### src/rtl/beta_pipe_ctrl.sv
// beta_pipe_ctrl: global stall/flush control for the beta core pipeline registers and PC
module beta_pipe_ctrl #(
    parameter int BranchPenalty = 2,
    parameter int MemTimeout    = 255
) (
    input  logic       clk_i,
    input  logic       rstn_i,
    input  logic [4:0] dec_rs1_addr_i,
    input  logic [4:0] dec_rs2_addr_i,
    input  logic       dec_rs1_used_i,
    input  logic       dec_rs2_used_i,
    input  logic [4:0] exe_rd_addr_i,
    input  logic       exe_load_i,
    input  logic       exe_branch_taken_i,
    input  logic       lsu_req_i,
    input  logic       lsu_ack_i,
    input  logic       imem_valid_i,
    output logic       pc_stall_o,
    output logic       if_dec_stall_o,
    output logic       if_dec_flush_o,
    output logic       dec_exe_stall_o,
    output logic       dec_exe_flush_o,
    output logic       exe_wb_stall_o,
    output logic [1:0] ctrl_state_o,
    output logic       mem_timeout_o
);
    typedef enum logic [1:0] {RUN = 2'd0, MEM_WAIT = 2'd1, FLUSH = 2'd2} state_t;
    localparam logic [3:0]  PEN_LOAD = 4'(BranchPenalty - 1);
    localparam logic [15:0] TO_MAX   = 16'(MemTimeout);
    state_t      state, state_nxt;
    logic [3:0]  pen_cnt, pen_nxt;
    logic [15:0] to_cnt, to_nxt;
    logic        timeout_q, timeout_nxt;
    logic        hazard, mem_miss;
    assign hazard = exe_load_i && (exe_rd_addr_i != 5'd0) &&
                    ((dec_rs1_used_i && (dec_rs1_addr_i == exe_rd_addr_i)) ||
                     (dec_rs2_used_i && (dec_rs2_addr_i == exe_rd_addr_i)));
    assign mem_miss      = lsu_req_i && !lsu_ack_i;
    assign ctrl_state_o  = state;
    assign mem_timeout_o = timeout_q;
    // State, counters and sticky timeout flag
    always_ff @(posedge clk_i or negedge rstn_i) begin
        if (!rstn_i) begin
            state     <= RUN;
            pen_cnt   <= 4'd0;
            to_cnt    <= 16'd0;
            timeout_q <= 1'b0;
        end else begin
            state     <= state_nxt;
            pen_cnt   <= pen_nxt;
            to_cnt    <= to_nxt;
            timeout_q <= timeout_nxt;
        end
    end
    // Next state: branch beats memory miss in RUN; MEM_WAIT and FLUSH ignore branches
    always_comb begin
        state_nxt   = state;
        pen_nxt     = pen_cnt;
        to_nxt      = to_cnt;
        timeout_nxt = timeout_q;
        case (state)
            RUN: begin
                if (exe_branch_taken_i) begin
                    if (BranchPenalty > 1) begin
                        state_nxt = FLUSH;
                        pen_nxt   = PEN_LOAD;
                    end
                end else if (mem_miss) begin
                    state_nxt = MEM_WAIT;
                    to_nxt    = 16'd0;
                end
            end
            MEM_WAIT: begin
                if (lsu_ack_i) begin
                    state_nxt = RUN;
                end else begin
                    to_nxt = (to_cnt < TO_MAX) ? to_cnt + 16'd1 : to_cnt;
                    if (to_nxt == TO_MAX) timeout_nxt = 1'b1;
                end
            end
            FLUSH: begin
                pen_nxt = pen_cnt - 4'd1;
                if (pen_cnt <= 4'd1) state_nxt = RUN;
            end
            default: state_nxt = RUN;
        endcase
    end
    // Mealy stall/flush outputs, forced low while reset is held
    always_comb begin
        pc_stall_o      = 1'b0;
        if_dec_stall_o  = 1'b0;
        if_dec_flush_o  = 1'b0;
        dec_exe_stall_o = 1'b0;
        dec_exe_flush_o = 1'b0;
        exe_wb_stall_o  = 1'b0;
        if (rstn_i) begin
            case (state)
                RUN: begin
                    if (exe_branch_taken_i) begin
                        if_dec_flush_o  = 1'b1;
                        dec_exe_flush_o = 1'b1;
                    end else if (mem_miss) begin
                        pc_stall_o      = 1'b1;
                        if_dec_stall_o  = 1'b1;
                        dec_exe_stall_o = 1'b1;
                        exe_wb_stall_o  = 1'b1;
                    end else if (hazard) begin
                        pc_stall_o      = 1'b1;
                        if_dec_stall_o  = 1'b1;
                        dec_exe_flush_o = 1'b1;
                    end else if (!imem_valid_i) begin
                        pc_stall_o     = 1'b1;
                        if_dec_flush_o = 1'b1;
                    end
                end
                MEM_WAIT: begin
                    pc_stall_o      = !lsu_ack_i;
                    if_dec_stall_o  = !lsu_ack_i;
                    dec_exe_stall_o = !lsu_ack_i;
                    exe_wb_stall_o  = !lsu_ack_i;
                end
                FLUSH: begin
                    if_dec_flush_o  = 1'b1;
                    dec_exe_flush_o = 1'b1;
                end
                default: ;
            endcase
        end
    end
endmodule

### config.mk
export PLATFORM = sky130hd
export DESIGN_NAME = beta_pipe_ctrl
export DESIGN_NICKNAME = d
export VERILOG_FILES = /design/src/rtl/beta_pipe_ctrl.sv
export SDC_FILE = /design/constraint.sdc
export NUM_CORES = 1
export LEC_CHECK = 0
export ABC_AREA = 1
export CAP_MARGIN = 20
export CORE_MARGIN = 10
export CORE_UTILIZATION = 53
export CTS_BUF_LIST = sky130_fd_sc_hd__clkbuf_4 sky130_fd_sc_hd__clkbuf_8
export CTS_CLUSTER_SIZE = 12
export DETAILED_ROUTE_END_ITERATION = 16
export GPL_ROUTABILITY_DRIVEN = 0
export PLACE_DENSITY = 0.82
export SLEW_MARGIN = 5
export SYNTH_ARGS = -nofsm -noshare
export SYNTH_HDL_FRONTEND = slang
export SYNTH_SLANG_ARGS = --single-unit
### constraint.sdc
create_clock -name clk_i -period 1.9 [get_ports clk_i]
set_clock_uncertainty 0.2 [all_clocks]
set_input_delay 0.19 -clock clk_i [delete_from_list [all_inputs] [get_ports clk_i]]
set_output_delay 0.19 -clock clk_i [all_outputs]
set_load 0.03 [all_outputs]
==> flow_summary.json, run 1 <==
{
  "dieArea_mm2": 0.005707,
  "die_width_um": 75.55,
  "syn_nets": 268,
  "synth_most_common_cell": "nand2_1",
  "dpl.hpwl_um": 3106,
  "antenna_found_initial": 0,
  "crit_chain": "buf_6 > nor2_4 > nand2_2 > inv_2 > nor2_4 > nor2_4 > buf_6",
  "synthesis.area_mm2": 0.001635,
  "power_mw": 2.256,
  "drc": 0,
  "area_delta_synth_final_pct": 35.12,
  "clk_pin_slew_ns": 0.12,
  "drv_slew": 0,
  "routed_wl_um": 4052,
  "drt_iter0_drc": 116,
  "slew_headroom_pct": 75.26,
  "core_area_mm2": 0.003003,
  "whs_ns": 0.2428,
  "syn_inst": 241,
  "post_drt_via_cell_ratio": 5.064,
  "yosysTopAreaCellShare_pct": 35.20,
  "max_freq_ghz": 0.5425,
  "grt_pass1_wl_um": 6520,
  "synth_top_area_cell": "dfrtp_1",
  "clock_sinks": 23,
  "yosysWarnings": 0,
  "synth-async-reset-ratio_pct": 100.0,
  "clockBufferDepth": 2,
  "syn_avg_cell_area_um2": 6.786,
  "status": "finished, final reports clean",
  "drive_above_1_share_pct": 25.08,
  "setup.worst_path.class": "register to output pin",
  "grt_max_degree": 14,
  "wl_per_cell_um": 12.35,
  "num_vias": 1661,
  "cp-start-kind": "register",
  "hold_path_class": "input port to asynchronous set/reset pin",
  "row_count": 20,
  "clock_latency_ns": 0.31,
  "finalCriticalPeriod_ns": 1.843,
  "grt_use_total_pct": 14.27,
  "path_max_fanout": 3,
  "setup_viol": 0,
  "fin_setup_tns_ns": 0,
  "grt_pass1_vias": 1588,
  "io_buffers": 32,
  "critical_path_required_ns": 1.51,
  "period_share_pct": 97.01,
  "drt-pass1-iter-count": 4,
  "synth-seq-area-share_pct": 35.20,
  "critPathMaxStageDelay_ns": 0.44,
  "maxCapViolCount": 0,
  "cp-end-kind": "output pin",
  "ys_ff_latch": 23,
  "worst_ep_arrival_time_ns": 1.45,
  "peakVddDrop_uv": 916.2,
  "synth_edf_count": 0,
  "crit_slowest_cell": "dfrtp_1",
  "die_h_um": 75.55,
  "ys_dominant_reg_cell": "dfrtp_1",
  "diodes": 0,
  "synth_commonest_cells": "nand2_1, inv_1, nor2_1",
  "drtAntennaViolNets": 0,
  "ys_top_cells_by_area": "dfrtp_1, nand2_1, inv_1, nor2_1, nand3_1",
  "p_per_area_mw_per_mm2": 1021,
  "synthDistinctLibCells": 31,
  "cpMostUsedCell": "nor2_4",
  "nNetsFinal": 323,
  "numCtsBuffers": 3,
  "cts_tree": "done",
  "io_pins": 33,
  "htreeDepth": 1,
  "hold_viol": 0,
  "root_buffer": "clkbuf_4",
  "worst_slew_pin_slew_ns": 0.3700,
  "grt_overflow": 0,
  "p_leak_nw": 1.201,
  "start_util_pct": 54.46,
  "rsz0062_at_grt": "true"
}
-- critical path: cells and delay by family, from the launching register on --
kind | cells | cell delay (ns)
DFF | 1 | 0.44
buffers and inverters | 3 | 0.36
and+or+nand+nor | 4 | 0.33
-- path summary, 6_finish.rpt --
check	from	to	slack (ns)	cells after the start
worst max-delay path	ctrl_state_o[1]	exe_wb_stall_o	0.06	7
worst min register to register	mem_timeout_o	mem_timeout_o	0.28	2
min in group clk_i	mem_timeout_o	mem_timeout_o	0.28	2
max in group asynchronous	rstn_i	ctrl_state_o[0]	0.72	2
worst max register to register	to_cnt[0]	mem_timeout_o	0.12	11
worst min-delay path	rstn_i	pen_cnt[3]	0.24	2
-- flip-flops by register name, indices dropped and copies added, names as in the netlist --
signal         cells
to_cnt            16
ctrl_state_o       2
mem_timeout_o      1
pen_cnt            4
-- what timing repair did --
| item | CTS | global route |
|---|---|---|
| endpoints found under the setup margin | 7 | 7 |
| hold buffers | 1 | 0 |
| pin swaps | 9 | 18 |
| resized for setup | 20 | 24 |
| buffers inserted | 1 | 4 |
| endpoints found under the hold margin | 1 | 0 |
-- report_power, final --
part / total, mW / internal [mW] / leakage, nW / switching [mW]
combinational: 1.26 / 0.540 / 0.882 / 0.721
clock: 0.222 / 0.0787 / 0.0177 / 0.143
sequential: 0.774 / 0.623 / 0.302 / 0.150
total: 2.26 / 1.24 / 1.20 / 1.01
-- per-stage QoR --
| stage | cell area [um^2] | instances | utilization [%] | setup WS, ns |
|---|---|---|---|---|
| after floorplan | 1645 | 241 | - | 0.02094 |
| after global placement | 2086 | 318 | 69.46 | -0.1448 |
| after detailed placement | 2086 | 318 | 69.46 | -0.1616 |
| after CTS | 2132 | 324 | 71.00 | 0.004168 |
| after global routing | 2210 | 328 | 73.58 | -0.04525 |
| final | 2210 | 328 | 73.58 | 0.05680 |
-- layout make-up --
type / instances / area [um^2]
timing repair buffer: 52 / 465.4
multi-input combinational: 171 / 900.9
inverter: 45 / 197.7
clock buffer: 3 / 22.52
clock inverter: 1 / 5.005
sequential: 23 / 576.8
tap: 33 / 41.29
fill: 247 / 793.3
-- cell usage in the layout, fill, tap and decap left out, types with 4 or more instances in the layout --
master	netlist	routed
nand2_1	74	71
nand4_1	6	6
o21ai_1	5	5
buf_6	0	5
nand3_1	14	14
clkdlybuf4s50_1	0	8
nor2_4	0	4
nor2_1	30	22
dfrtp_1	23	22
dlygate4sd2_1	0	11
inv_1	32	30
o22ai_1	5	5
buf_4	1	20
nor2_2	6	10
a21oi_1	7	7
nand2_2	2	5
inv_2	10	12
-- logic make-up (layout without fill, tap and decap cells) --
group                    count (synthesis)  count (layout)  share of synthesized area, %
adder cells (fa/ha/maj)                  3               3                         2.296
flip-flops                              23              23                         35.19
multiplexers                             1               1                        0.6121
AND/OR/NAND/NOR                        143             143                         40.40
AO/OA/AOI/OAI                           23              23                         8.186
XOR/XNOR                                 1               1                        0.5357
buffers and inverters                   47             101                         12.78
-- per-layer routing --
| metal | vias to the layer above | global-route usage, % | part of all wire, % |
|---|---|---|---|
| met5 | - | 0 | 0 |
| met4 | 0 | 3.093 | 0.54 |
| met3 | 4 | 3.906 | 5.3 |
| met2 | 43 | 24.74 | 51 |
| met1 | 746 | 17.14 | 43 |
| li1 | 868 | - | - |
(Power assumes the default switching activity.)
==> run 2, diff against run 1 <==
--- a/config.mk
+++ b/config.mk
@@ -8,13 +8,14 @@
 export ABC_AREA = 1
 export CAP_MARGIN = 20
 export CORE_MARGIN = 10
-export CORE_UTILIZATION = 53
+export CORE_UTILIZATION = 65
 export CTS_BUF_LIST = sky130_fd_sc_hd__clkbuf_4 sky130_fd_sc_hd__clkbuf_8
-export CTS_CLUSTER_SIZE = 12
+export CTS_CLUSTER_SIZE = 20
 export DETAILED_ROUTE_END_ITERATION = 16
+export DONT_BUFFER_PORTS = 1
 export GPL_ROUTABILITY_DRIVEN = 0
-export PLACE_DENSITY = 0.82
-export SLEW_MARGIN = 5
+export PLACE_DENSITY = 0.81
+export SLEW_MARGIN = 40
 export SYNTH_ARGS = -nofsm -noshare
 export SYNTH_HDL_FRONTEND = slang
 export SYNTH_SLANG_ARGS = --single-unit
==> run 2 against run 1 <==
Compared with the run above: clock power rose by 5%; fmax rose by 0.63%; clock-buffer cell count is the same; highest routed layer unchanged; largest power group unchanged; first-iteration DRC count down 17%.
==> flow_summary.json, run 2 (synthesis gave the netlist of run 1 again) <==
{
  "clockBufferDepth": 2,
  "post_layout_nonfiller_instances": 287,
  "cp-end-kind": "output pin",
  "dpl.hpwl_um": 2729,
  "hold_path_class": "input port to register",
  "root_buffer": "clkbuf_4",
  "regMostFlops": "to_cnt",
  "peakVddDrop_uv": 1194,
  "die_h_um": 70.16,
  "clock_sinks": 23,
  "cts_tree": "done",
  "fin_setup_tns_ns": 0,
  "grt_max_degree": 24,
  "slew_headroom_pct": 65.74,
  "hold_viol": 0,
  "critPathMaxStageDelay_ns": 0.47,
  "drive_above_1_share_pct": 22.18,
  "final_common_cell": "nand2_1",
  "clk_pin_slew_ns": 0.13,
  "power_mw": 2.152,
  "io_buffers": 0,
  "row_count": 18,
  "nNetsFinal": 285,
  "htreeDepth": 1,
  "whs_ns": 0.07101,
  "clock_latency_ns": 0.32,
  "crit_end": "exe_wb_stall_o",
  "pre_cts_slack_ns": 0.09487,
  "maxCapViolCount": 0,
  "critical_path_required_ns": 1.51,
  "worst_ep_arrival_time_ns": 1.44,
  "worst_slew_pin_slew_ns": 0.5139,
  "cp-startpoint": "ctrl_state_o[1]",
  "cpMostUsedCell": "nor2_4",
  "num_vias": 1492,
  "crit_chain": "nor2_1 > nand2_1 > inv_2 > nor2_4 > nor2_4 > buf_12",
  "r2r-end": "mem_timeout_o",
  "area_delta_synth_final_pct": 13.93,
  "grt_pass1_vias": 1366,
  "drt_iter0_drc": 96,
  "drv_slew": 0,
  "start_util_pct": 67.23,
  "io_pins": 33,
  "routed_wl_um": 3566,
  "grt_overflow": 0,
  "drc": 0,
  "reg2reg_slack_ns": 0.12,
  "finalCriticalPeriod_ns": 1.832,
  "grt_use_total_pct": 14.39,
  "post_drt_via_cell_ratio": 5.199,
  "fillers": 196,
  "setup_viol": 0,
  "drtAntennaViolNets": 0,
  "reg2reg_from": "to_cnt[0]",
  "wl_per_cell_um": 12.43,
  "drt-pass1-iter-count": 4,
  "dpl_cell_area_mm2": 0.001737,
  "final.setup.worst_slack_ns": 0.06838,
  "design_area_mm2": 0.001863,
  "period_share_pct": 96.40,
  "p_leak_nw": 0.9974,
  "status": "finished, final reports clean",
  "max_freq_ghz": 0.5460,
  "layout_common_cells": "nand2_1, inv_1, nor2_1",
  "die_width_um": 70.16,
  "fin_util_pct": 76.59,
  "dieArea_mm2": 0.004922,
  "setup.worst_path.class": "register to output pin",
  "reg2reg_depth": 12,
  "diodes": 0,
  "p_per_area_mw_per_mm2": 1155,
  "crit_slowest_cell": "dfrtp_2",
  "dp_cells": 276,
  "path_max_fanout": 4,
  "numCtsBuffers": 3,
  "grt_pass1_wl_um": 6058,
  "core_area_mm2": 0.002432,
  "cp-start-kind": "register",
  "antenna_found_initial": 0,
  "largest_reg_flops": 16
}
## run 2: cell types whose count changed in the layout (fill, tap and decap cells not counted), sizes merged, moves of 3 or more
cell	delta
clkdlybuf4s50	-8
clkdlybuf4s15	-3
dlymetal6s2s	-3
buf	-13
dlygate4sd2	-11
## run 2: layer usage
layer	global-route usage (%)	part of all wire, %	vias up
li1	-	-	791
met1	17.05	43	668
met2	25.18	50	28
met3	3.249	6.1	5
met4	3.947	1.1	0
met5	0	0	-
## run 2: timing repair
item                                    in CTS  in global routing
resized for setup                            4                 11
hold buffers                                 2                  1
gates cloned                                 0                  0
setup buffers                                0                  4
endpoints found under the setup margin       4                  5
pin swaps                                    0                  1
endpoints found under the hold margin       28                 23
## run 2: worst max-delay path, delay by kind of cell (launching register included)
kind / cells / cell delay [ns]
DFF: 1 / 0.47
and+or+nand+nor: 4 / 0.39
buffers and inverters: 2 / 0.27
## run 2: area by class of cell
class	count	area (um^2)	share of cell area, %
well taps	30	37.54	2.015
repair buffers	14	122.6	6.582
flip-flops and latches	23	579.3	31.09
clock inverters	1	7.507	0.4030
clock buffers	3	22.52	1.209
inverters	45	197.7	10.61
multi-input cells	171	895.9	48.09
## run 2: worst min path at each step
stage          cells past startpoint       from               to
6_report                           3  lsu_req_i       to_cnt[12]
5_1_grt                            4  lsu_ack_i       to_cnt[10]
4_1_cts                            5  lsu_ack_i        to_cnt[6]
3_5_place_dp                       0     rstn_i        to_cnt[3]
3_3_place_gp                       0     rstn_i        to_cnt[3]
2_1_floorplan                      0     rstn_i  ctrl_state_o[0]
## run 2: power breakdown
group	switching, mW	total (mW)	internal (mW)
Clock	0.152	0.232	0.0803
Combinational	0.667	1.13	0.464
Sequential	0.163	0.790	0.627
